### src/rtl/vector_pkg.sv
// Shared definitions for the vector permute unit: function codes and the
// result FIFO entry layout.
package vector_pkg;

   localparam int unsigned VEC_DATA_WIDTH     = 32;
   localparam int unsigned VEC_LANES          = 16;
   localparam int unsigned VEC_REG_ADDR_WIDTH = 5;

   localparam logic [2:0] FUNC_SKEW      = 3'd0;
   localparam logic [2:0] FUNC_TRANSPOSE = 3'd1;

   // Entry is sized by the package widths; the pipe defaults its parameters to match.
   typedef struct packed {
      logic [VEC_LANES*VEC_DATA_WIDTH-1:0] vec;
      logic [VEC_REG_ADDR_WIDTH-1:0]       vd;
      logic                                err;
   } fifo_entry_t;

endpackage

### src/rtl/vector_permute.sv
// Combinational 3x3 permute: skew-symmetric matrix of lanes 0..2, or
// transpose of the 3x3 matrix in lanes 0..8. Unused lanes are zero.
module vector_permute
   import vector_pkg::*;
#(
   parameter int unsigned DATA_WIDTH   = VEC_DATA_WIDTH,
   parameter int unsigned VECTOR_LANES = VEC_LANES
) (
   input  logic [VECTOR_LANES*DATA_WIDTH-1:0] in_vec,
   input  logic [2:0]                         func,
   output logic [VECTOR_LANES*DATA_WIDTH-1:0] out_vec,
   output logic                               err
);

   logic [DATA_WIDTH-1:0] v0, v1, v2;
   logic [DATA_WIDTH-1:0] n0, n1, n2;

   assign v0 = in_vec[0*DATA_WIDTH +: DATA_WIDTH];
   assign v1 = in_vec[1*DATA_WIDTH +: DATA_WIDTH];
   assign v2 = in_vec[2*DATA_WIDTH +: DATA_WIDTH];

   // Sign-bit flip only, so -0.0 can appear and NaN payloads pass through.
   assign n0 = {~v0[DATA_WIDTH-1], v0[DATA_WIDTH-2:0]};
   assign n1 = {~v1[DATA_WIDTH-1], v1[DATA_WIDTH-2:0]};
   assign n2 = {~v2[DATA_WIDTH-1], v2[DATA_WIDTH-2:0]};

   always_comb begin
      out_vec = '0;
      err     = 1'b0;
      case (func)
         FUNC_SKEW: begin
            out_vec[1*DATA_WIDTH +: DATA_WIDTH] = v2;
            out_vec[2*DATA_WIDTH +: DATA_WIDTH] = n1;
            out_vec[3*DATA_WIDTH +: DATA_WIDTH] = n2;
            out_vec[5*DATA_WIDTH +: DATA_WIDTH] = v0;
            out_vec[6*DATA_WIDTH +: DATA_WIDTH] = v1;
            out_vec[7*DATA_WIDTH +: DATA_WIDTH] = n0;
         end
         FUNC_TRANSPOSE: begin
            for (int unsigned i = 0; i < 3; i++) begin
               for (int unsigned j = 0; j < 3; j++) begin
                  out_vec[(3*i+j)*DATA_WIDTH +: DATA_WIDTH] =
                     in_vec[(3*j+i)*DATA_WIDTH +: DATA_WIDTH];
               end
            end
         end
         default: err = 1'b1;
      endcase
   end

endmodule

### src/rtl/vector_permute_pipe.sv
// Flow-controlled permute execution stage: one operand register (s1), the
// combinational permute, and a small circular result FIFO toward writeback.
module vector_permute_pipe
   import vector_pkg::*;
#(
   parameter int unsigned DATA_WIDTH     = VEC_DATA_WIDTH,
   parameter int unsigned VECTOR_LANES   = VEC_LANES,
   parameter int unsigned REG_ADDR_WIDTH = VEC_REG_ADDR_WIDTH,
   parameter int unsigned FIFO_DEPTH     = 2
) (
   input  logic                               clk,
   input  logic                               rst,
   input  logic                               in_valid,
   output logic                               in_ready,
   input  logic [VECTOR_LANES*DATA_WIDTH-1:0] in_vec,
   input  logic [2:0]                         in_func,
   input  logic [REG_ADDR_WIDTH-1:0]          in_vd,
   output logic                               out_valid,
   input  logic                               out_ready,
   output logic [VECTOR_LANES*DATA_WIDTH-1:0] out_vec,
   output logic [REG_ADDR_WIDTH-1:0]          out_vd,
   output logic                               out_err,
   output logic                               busy,
   output logic [15:0]                        op_count
);

   localparam int unsigned PTR_W = $clog2(FIFO_DEPTH);
   localparam int unsigned VEC_W = VECTOR_LANES * DATA_WIDTH;

   logic [VEC_W-1:0]          s1_vec;
   logic [2:0]                s1_func;
   logic [REG_ADDR_WIDTH-1:0] s1_vd;
   logic                      s1_valid;

   logic [VEC_W-1:0] perm_vec;
   logic             perm_err;

   fifo_entry_t      mem [FIFO_DEPTH];
   fifo_entry_t      head;
   logic [PTR_W-1:0] wr_ptr, rd_ptr;
   logic [PTR_W:0]   count;

   logic fifo_full, deq, s1_advance, accept;

   vector_permute #(
      .DATA_WIDTH   (DATA_WIDTH),
      .VECTOR_LANES (VECTOR_LANES)
   ) u_permute (
      .in_vec  (s1_vec),
      .func    (s1_func),
      .out_vec (perm_vec),
      .err     (perm_err)
   );

   assign fifo_full  = (count == (PTR_W+1)'(FIFO_DEPTH));
   assign out_valid  = (count != '0);
   assign deq        = out_valid && out_ready;
   // A dequeue frees a slot in the same cycle, so a full FIFO still lets s1 advance.
   assign s1_advance = s1_valid && (!fifo_full || deq);
   assign in_ready   = !s1_valid || s1_advance;
   assign accept     = in_valid && in_ready;
   assign busy       = s1_valid || out_valid;

   assign head     = mem[rd_ptr];
   assign out_vec  = out_valid ? head.vec : '0;
   assign out_vd   = out_valid ? head.vd  : '0;
   assign out_err  = out_valid ? head.err : 1'b0;

   always_ff @(posedge clk) begin
      if (rst) begin
         s1_valid <= 1'b0;
         s1_vec   <= '0;
         s1_func  <= '0;
         s1_vd    <= '0;
         wr_ptr   <= '0;
         rd_ptr   <= '0;
         count    <= '0;
         op_count <= '0;
      end else begin
         s1_valid <= accept || (s1_valid && !s1_advance);
         if (accept) begin
            s1_vec  <= in_vec;
            s1_func <= in_func;
            s1_vd   <= in_vd;
         end
         if (s1_advance) wr_ptr <= wr_ptr + PTR_W'(1);
         if (deq)        rd_ptr <= rd_ptr + PTR_W'(1);
         case ({s1_advance, deq})
            2'b10:   count <= count + (PTR_W+1)'(1);
            2'b01:   count <= count - (PTR_W+1)'(1);
            default: count <= count;
         endcase
         if (deq && op_count != 16'hFFFF) op_count <= op_count + 16'd1;
      end
   end

   // Storage needs no reset: out_* are masked by out_valid.
   always_ff @(posedge clk) begin
      if (!rst && s1_advance) begin
         mem[wr_ptr] <= '{vec: perm_vec, vd: s1_vd, err: perm_err};
      end
   end

endmodule

### config.mk
export PLATFORM = sky130hd
export DESIGN_NAME = vector_permute_pipe
export DESIGN_NICKNAME = d
export VERILOG_FILES = /design/src/rtl/vector_pkg.sv /design/src/rtl/vector_permute.sv /design/src/rtl/vector_permute_pipe.sv
export SDC_FILE = /design/constraint.sdc
export NUM_CORES = 1
export LEC_CHECK = 0
export CAP_MARGIN = 20
export CORE_AREA = 2 2 410 412
export DETAILED_ROUTE_END_ITERATION = 8
export DIE_AREA = 0 0 412 414
export DONT_BUFFER_PORTS = 1
export MAX_ROUTING_LAYER = met4
export PLACE_DENSITY = 0.4
export SYNTH_ARGS = -nofsm -noshare
export SYNTH_HDL_FRONTEND = slang
export SYNTH_SLANG_ARGS = --single-unit
### constraint.sdc
create_clock -name clk -period 31.4 [get_ports clk]
set_input_delay 6.28 -clock clk [delete_from_list [all_inputs] [get_ports clk]]
set_output_delay 6.28 -clock clk [all_outputs]
set_load 0.005 [all_outputs]
==> metrics.txt, run 1 <==
count leader, synth nand2_1; number of global-route vias before repair 23,383; Combinational Power Share 6.7%; Placed Cells 5,526; sw power 668 uW; pin count of the biggest net entering global routing 324; H-Tree Depth 3; Synth Area in Adders 0.0329%; synthesized netlist cell count 3,534; # port buffers 0; delay of the slowest critical-path stage 0.39 ns; WP data required 25.12 ns; CP max-delay cell nand4bb_1; Bufs and invs on worst path 0; Post-CTS Hold Buffers 0; Async SR Flop Fraction 0%; biggest area consumer among synthesized cells edfxtp_1; initial antenna violation count 26; Critical Path Start Type input port; setup bufs post-CTS 0; GRT Overall Usage 15.3%; DRC 0; CTS Buf Count 107; XOR/XNOR share of the synthesized area 0.0460%; DR pass1 iterations 7; sequential share of power 47.9%; global route overflow 0; Final WS setup 18.45 ns; post-synthesis area per instance 10.8 um^2; Core ar. 166,000 um^2; total die area 171,000 um^2; leak pwr 14.9 nW; Mapped Area 38,100 um^2; Core Util, Final 25.8%; # IOs 1,061; post-synthesis simple-gate area fraction 14.8%; vias post-DR 24,439; Final #Nets 3,957; CP max FO 6; yosys warns 0; clock network power share 45.4%; Slew Viols, Final 0; top post-synthesis cells by area edfxtp_1, dfxtp_1, mux2i_1; RSZ-0062 raised after global routing no; Max Clock Freq 77.2 MHz; Die Ht 414 um; vias per cell 4.25; antenna-violating nets left 0; Initial Utilization 22.9%; Clock Latency Late Sink 0.72 ns; RD Place Congestion 0.759; dominant delay contributor by cell family on the critical path simple AND/OR/NAND/NOR gates; Compound-Gate Fraction of Synth Area 6.90%; wire per inst 22.9 um; layout cells sized above 1 6.01%; post-synth top area share 46.4%; total wire length 132,000 um; largest family of logic cells by synthesized area simple AND/OR/NAND/NOR gates; switching share of power 24.2%; Clock transition at path regs 0.05 ns; maximum vdd drop 0.0451 mV; root buf cell clkbuf_16; Post-synth EDFFs 588; class of the worst hold path flop to flop; worst-path cell chain nand4bb_1; Chip Width 412 um; # Max-Cap Violations 0; Area Growth Syn to Fin 12.7%; metal2 WL 60,300 um; internal power 2.09 mW; post-synthesis sequential area ratio 63.1%; Slew HR 17.4%; Post-synth top cells nand2_1, edfxtp_1, a21oi_1, dfxtp_1, nor2_1; ys flop type edfxtp_1; cell area power density 64.4 nW/um^2; dpl ws 18.41 ns; Clock Sinks 906; row cnt 150; final setup fails 0; crit path capture type primary output; multiplexer area fraction after synthesis 7.92%; global-route wire length before repair 183,000 um; Hold Violations, Final 0; Worst EP arrival 6.67 ns; DP Wirelength 85,100 um; DR iter-0 viols 1,320; TritonCTS clock tree yes; flops & latches, synth 906; Least-Margin Pin Slew 1.24 ns; final worst-path cycle share 41.3%; setup TNS 0 ns; Finished Layout Cells 5,750; minimum clock period 12.95 ns; wire length on met1 58,900 um; status finished clean; count of cell types in the netlist 44; Post-CTS Resized 0; WHS 0.447 ns; CP Class input port to primary output; Max clock buf depth 3; clk_skew 0.0174 ns; Routed met3 length 10,100 um; DR top layer met4
## sequential cells by signal, indices dropped and copies added, names as in the netlist, named ones only
signal	count
count	2
mem	588
op_count	16
rd_ptr	1
s1_func	3
s1_valid	1
s1_vd	5
s1_vec	288
wr_ptr	1
## metrics by stage
stage	cell area (um^2)	power, mW
global placement	39300	1.54
floorplan	38900	1.50
CTS	42900	2.81
global route	42900	2.87
detailed placement	39300	1.54
finish	42900	2.76
## worst paths after layout
kind               startpoint     endpoint  slack, ns  cells after the start
hold reg to reg   s1_vec[226]  s1_vec[226]       0.45                      2
hold / removal    s1_vec[226]  s1_vec[226]       0.45                      2
setup reg to reg     count[0]   mem[1][62]      27.63                      6
setup / recovery    out_ready     in_ready      18.45                      1
## placed cells by master, fill, tap and decap left out, drive strengths merged, types with 2 or more instances in the layout
cell type	netlist	layout
xor2	2	2
nor2	314	314
conb	1	224
buf	320	34
mux2i	298	298
diode	0	20
nor2b	5	5
or4	5	5
mux2	3	3
edfxtp	588	588
bufinv	0	8
nand2b	96	96
o21ai	6	6
nor4	5	5
and3	98	98
dfxtp	318	318
clkbuf	147	161
nand4	5	5
nor3	3	3
a21oi	497	497
nor3b	3	3
clkinvlp	0	6
inv	7	11
clkinv	0	24
or3	4	4
nand3	7	7
a211oi	4	4
nand2	784	784
o31ai	4	4
## cell families (layout without fill, tap and decap cells)
| group | Yosys count | after routing |
|---|---|---|
| AO/OA/AOI/OAI | 516 | 516 |
| XOR/XNOR | 2 | 2 |
| adder cells (fa/ha/maj) | 1 | 1 |
| buffers and inverters | 475 | 244 |
| flip-flops | 906 | 906 |
| multiplexers | 301 | 301 |
| other | 1 | 244 |
| AND/OR/NAND/NOR | 1332 | 1332 |
## power by group through the flow
stage / Clock (mW) / Sequential [mW] / Combinational, mW
after floorplan: 0 / 1.35 / 0.151
after global placement: 0 / 1.35 / 0.189
after detailed placement: 0 / 1.35 / 0.190
after CTS: 1.30 / 1.32 / 0.191
after global routing: 1.34 / 1.33 / 0.205
final: 1.25 / 1.32 / 0.185
## routing by layer
metal / vias up / GRT usage (%)
met2: 675 / 23.2
met1: 12152 / 19.6
met3: 127 / 4.79
met4: 0 / 4.22
li1: 11485 / -
met5: - / -
## layout make-up
class                           instances  area [um^2]
Multi-Input combinational cell       2376        12200
Clock inverter                         42          460
Clock buffer                          161         3080
Inverter                                7         33.8
Sequential cell                       906        24000
Antenna cell                           20         50.0
Fill cell                           17675       123000
Timing Repair Buffer                   34          322
Tap cell                             2204         2760
No activity file was read; power rests on OpenSTA's default activity.
==> inputs of run 2 (changes only) <==
Settings changed: ABC_AREA from default to 1, CORE_AREA 2 2 410 412 to 2 2 417 419, DIE_AREA 0 0 412 414 to 0 0 419 421, PLACE_DENSITY 0.4 to 0.39.
Clock period 31.4 ns to 12 ns, I/O delays scaled along.
==> run 2 against run 1 <==
Clock skew grew 0.031 ns. Routed wire length grew 3.4%. Register-to-register slack lost 19 ns. Combinational power grew to 3.5 times the previous value. First-iteration DRC count grew 29%. Critical endpoint is now out_vec[64].
==> metrics.txt, run 2 <==
clk_skew 0.0485 ns; GRT Overall Usage 15.3%; Slew HR 12.8%; Placed Cells 5,854; Crit path top cell by count buf_4; CP max-delay cell buf_4; RD Place Congestion 0.828; maximum vdd drop 0.108 mV; Largest Register mem; post-synthesis sequential area ratio 64.5%; commonest non-fill, non-tap cell in the layout nand2_1; Clock transition at path regs 0.06 ns; DP Wirelength 85,900 um; Clock Sinks 906; layout cells sized above 1 6.13%; CTS Buf Count 107; wire per inst 22.4 um; count leader, synth nand2_1; Post-CTS Resized 0; number of global-route vias before repair 23,884; Fill cells 18,452; Worst EP arrival 3.86 ns; Placed Area 38,600 um^2; dominant delay contributor by cell family on the critical path buffers and inverters; synthesized netlist cell count 3,751; global route overflow 0; cell area power density 177 nW/um^2; WP data required 9.60 ns; Least-Margin Pin Slew 1.31 ns; biggest regs mem (588), s1_vec (288), op_count (16); CP Class flop to primary output; root buf cell clkbuf_16; H-Tree Depth 3; setup TNS 0 ns; total wire length 136,000 um; Mapped Area 37,200 um^2; flops & latches, synth 906; Initial Utilization 21.6%; # port buffers 0; biggest area consumer among synthesized cells edfxtp_1; Max clock buf depth 3; final worst-path cycle share 52.2%; antenna-violating nets left 0; DR iter-0 viols 1,697; setup bufs post-CTS 0; Bufs and invs on worst path 3; TritonCTS clock tree yes; DRC 0; Die Ht 421 um; vias per cell 4.25; # IOs 1,061; reg2reg setup slack 8.48 ns; Chip Width 419 um; Max Clock Freq 160 MHz; row cnt 153; Hold Violations, Final 0; global-route wire length before repair 188,000 um; Area Growth Syn to Fin 13.7%; Core ar. 172,000 um^2; delay of the slowest critical-path stage 0.90 ns; worst-path cell chain buf_4, buf_4, buf_4, nand2_1, a21oi_1; pin count of the biggest net entering global routing 196; Largest register FFs 588; Post-CTS Hold Buffers 0; RSZ-0062 raised after global routing no; minimum clock period 6.26 ns; Finished Layout Cells 6,082; leak pwr 14.7 nW; top post-synthesis cells by area edfxtp_1, dfxtp_1, nand2_1; count of cell types in the netlist 29; # Max-Cap Violations 0; class of the worst hold path flop to flop; initial antenna violation count 37; Clock Latency Late Sink 0.75 ns; yosys warns 0; ys flop type edfxtp_1; post-synthesis area per instance 9.93 um^2; crit path capture type primary output; DR pass1 iterations 5; Critical Path Start Type flop; Slew Viols, Final 0; CP max FO 76; total die area 176,000 um^2; Post-synth EDFFs 588; Final #Nets 4,163; Post-synth top cells nand2_1, edfxtp_1, a21oi_1, nor2_1, o21ai_0; final setup fails 0; post-route cell area 42,300 um^2; vias post-DR 25,847; post-synth top area share 47.4%; status finished clean; most frequent cells in the layout nand2_1, edfxtp_1, a21oi_1, o21ai_0, nor2_1; Async SR Flop Fraction 0%
## run 2: per-stage QoR
stage | utilization (%) | setup slack [ns] | hold WS (ns) | total power [mW]
floorplan | - | 1.05 | 0.420 | 4.00
global placement | 22.4 | 6.29 | 0.437 | 4.20
detailed placement | 22.4 | 6.27 | 0.445 | 4.21
CTS | 24.5 | 5.46 | 0.439 | 7.62
global route | 24.6 | 5.45 | 0.461 | 7.80
finish | 24.6 | 5.74 | 0.439 | 7.50
## run 2: power by group
part	internal, mW	switching [mW]	total, mW
logic	0.121	0.524	0.645
clock network	1.97	1.40	3.37
registers	3.44	0.0351	3.48
## run 2: final cells by class
type | count | area, um^2 | area share, %
Clock buffer | 163 | 3200 | 7.55
Antenna cell | 24 | 60.1 | 0.142
Sequential cell | 906 | 24000 | 56.7
Inverter | 184 | 713 | 1.68
Clock inverter | 41 | 454 | 1.07
Tap cell | 2325 | 2910 | 6.87
Multi-Input combinational cell | 2394 | 10600 | 25.0
Timing Repair Buffer | 45 | 400 | 0.946
## run 2: worst register-to-register path, stage by stage, from the launching register on
cell and delay, ns:
dfxtp_1 0.46, inv_2 0.06, nand3_2 0.10, nand3_1 0.14, nor2_4 0.14, buf_4 0.65
buf_4 0.68, buf_4 0.86
## run 2: cells by family after synthesis
group / synth area share (%)
compound gates: 13.1
buf+inv: 9.42
flops: 64.5
fa+ha+maj: 0.0336
other cells: 0.0101
simple gates: 12.7
xor+xnor: 0.141
## run 2: worst paths after layout
kind	from	end	depth (start not counted)
worst max-delay path	flop	out_vec[64]	5
worst min-delay path	s1_vd[4]	mem[0][5]	0
worst max register to register	count[0]	mem[0][116]	7
worst min register to register	s1_vd[4]	mem[0][5]	0
## run 2: metal layers
metal  track usage [%]  vias to the layer above  part of all wire, %  wire, um
li1                  -                    12121                    -         -
met1              17.8                    12665                   41     55800
met2              25.1                      847                   49     67000
met3              3.99                      214                  6.4      8660
met4              6.05                        0                  3.3      4550
met5                 -                        -                    0         0
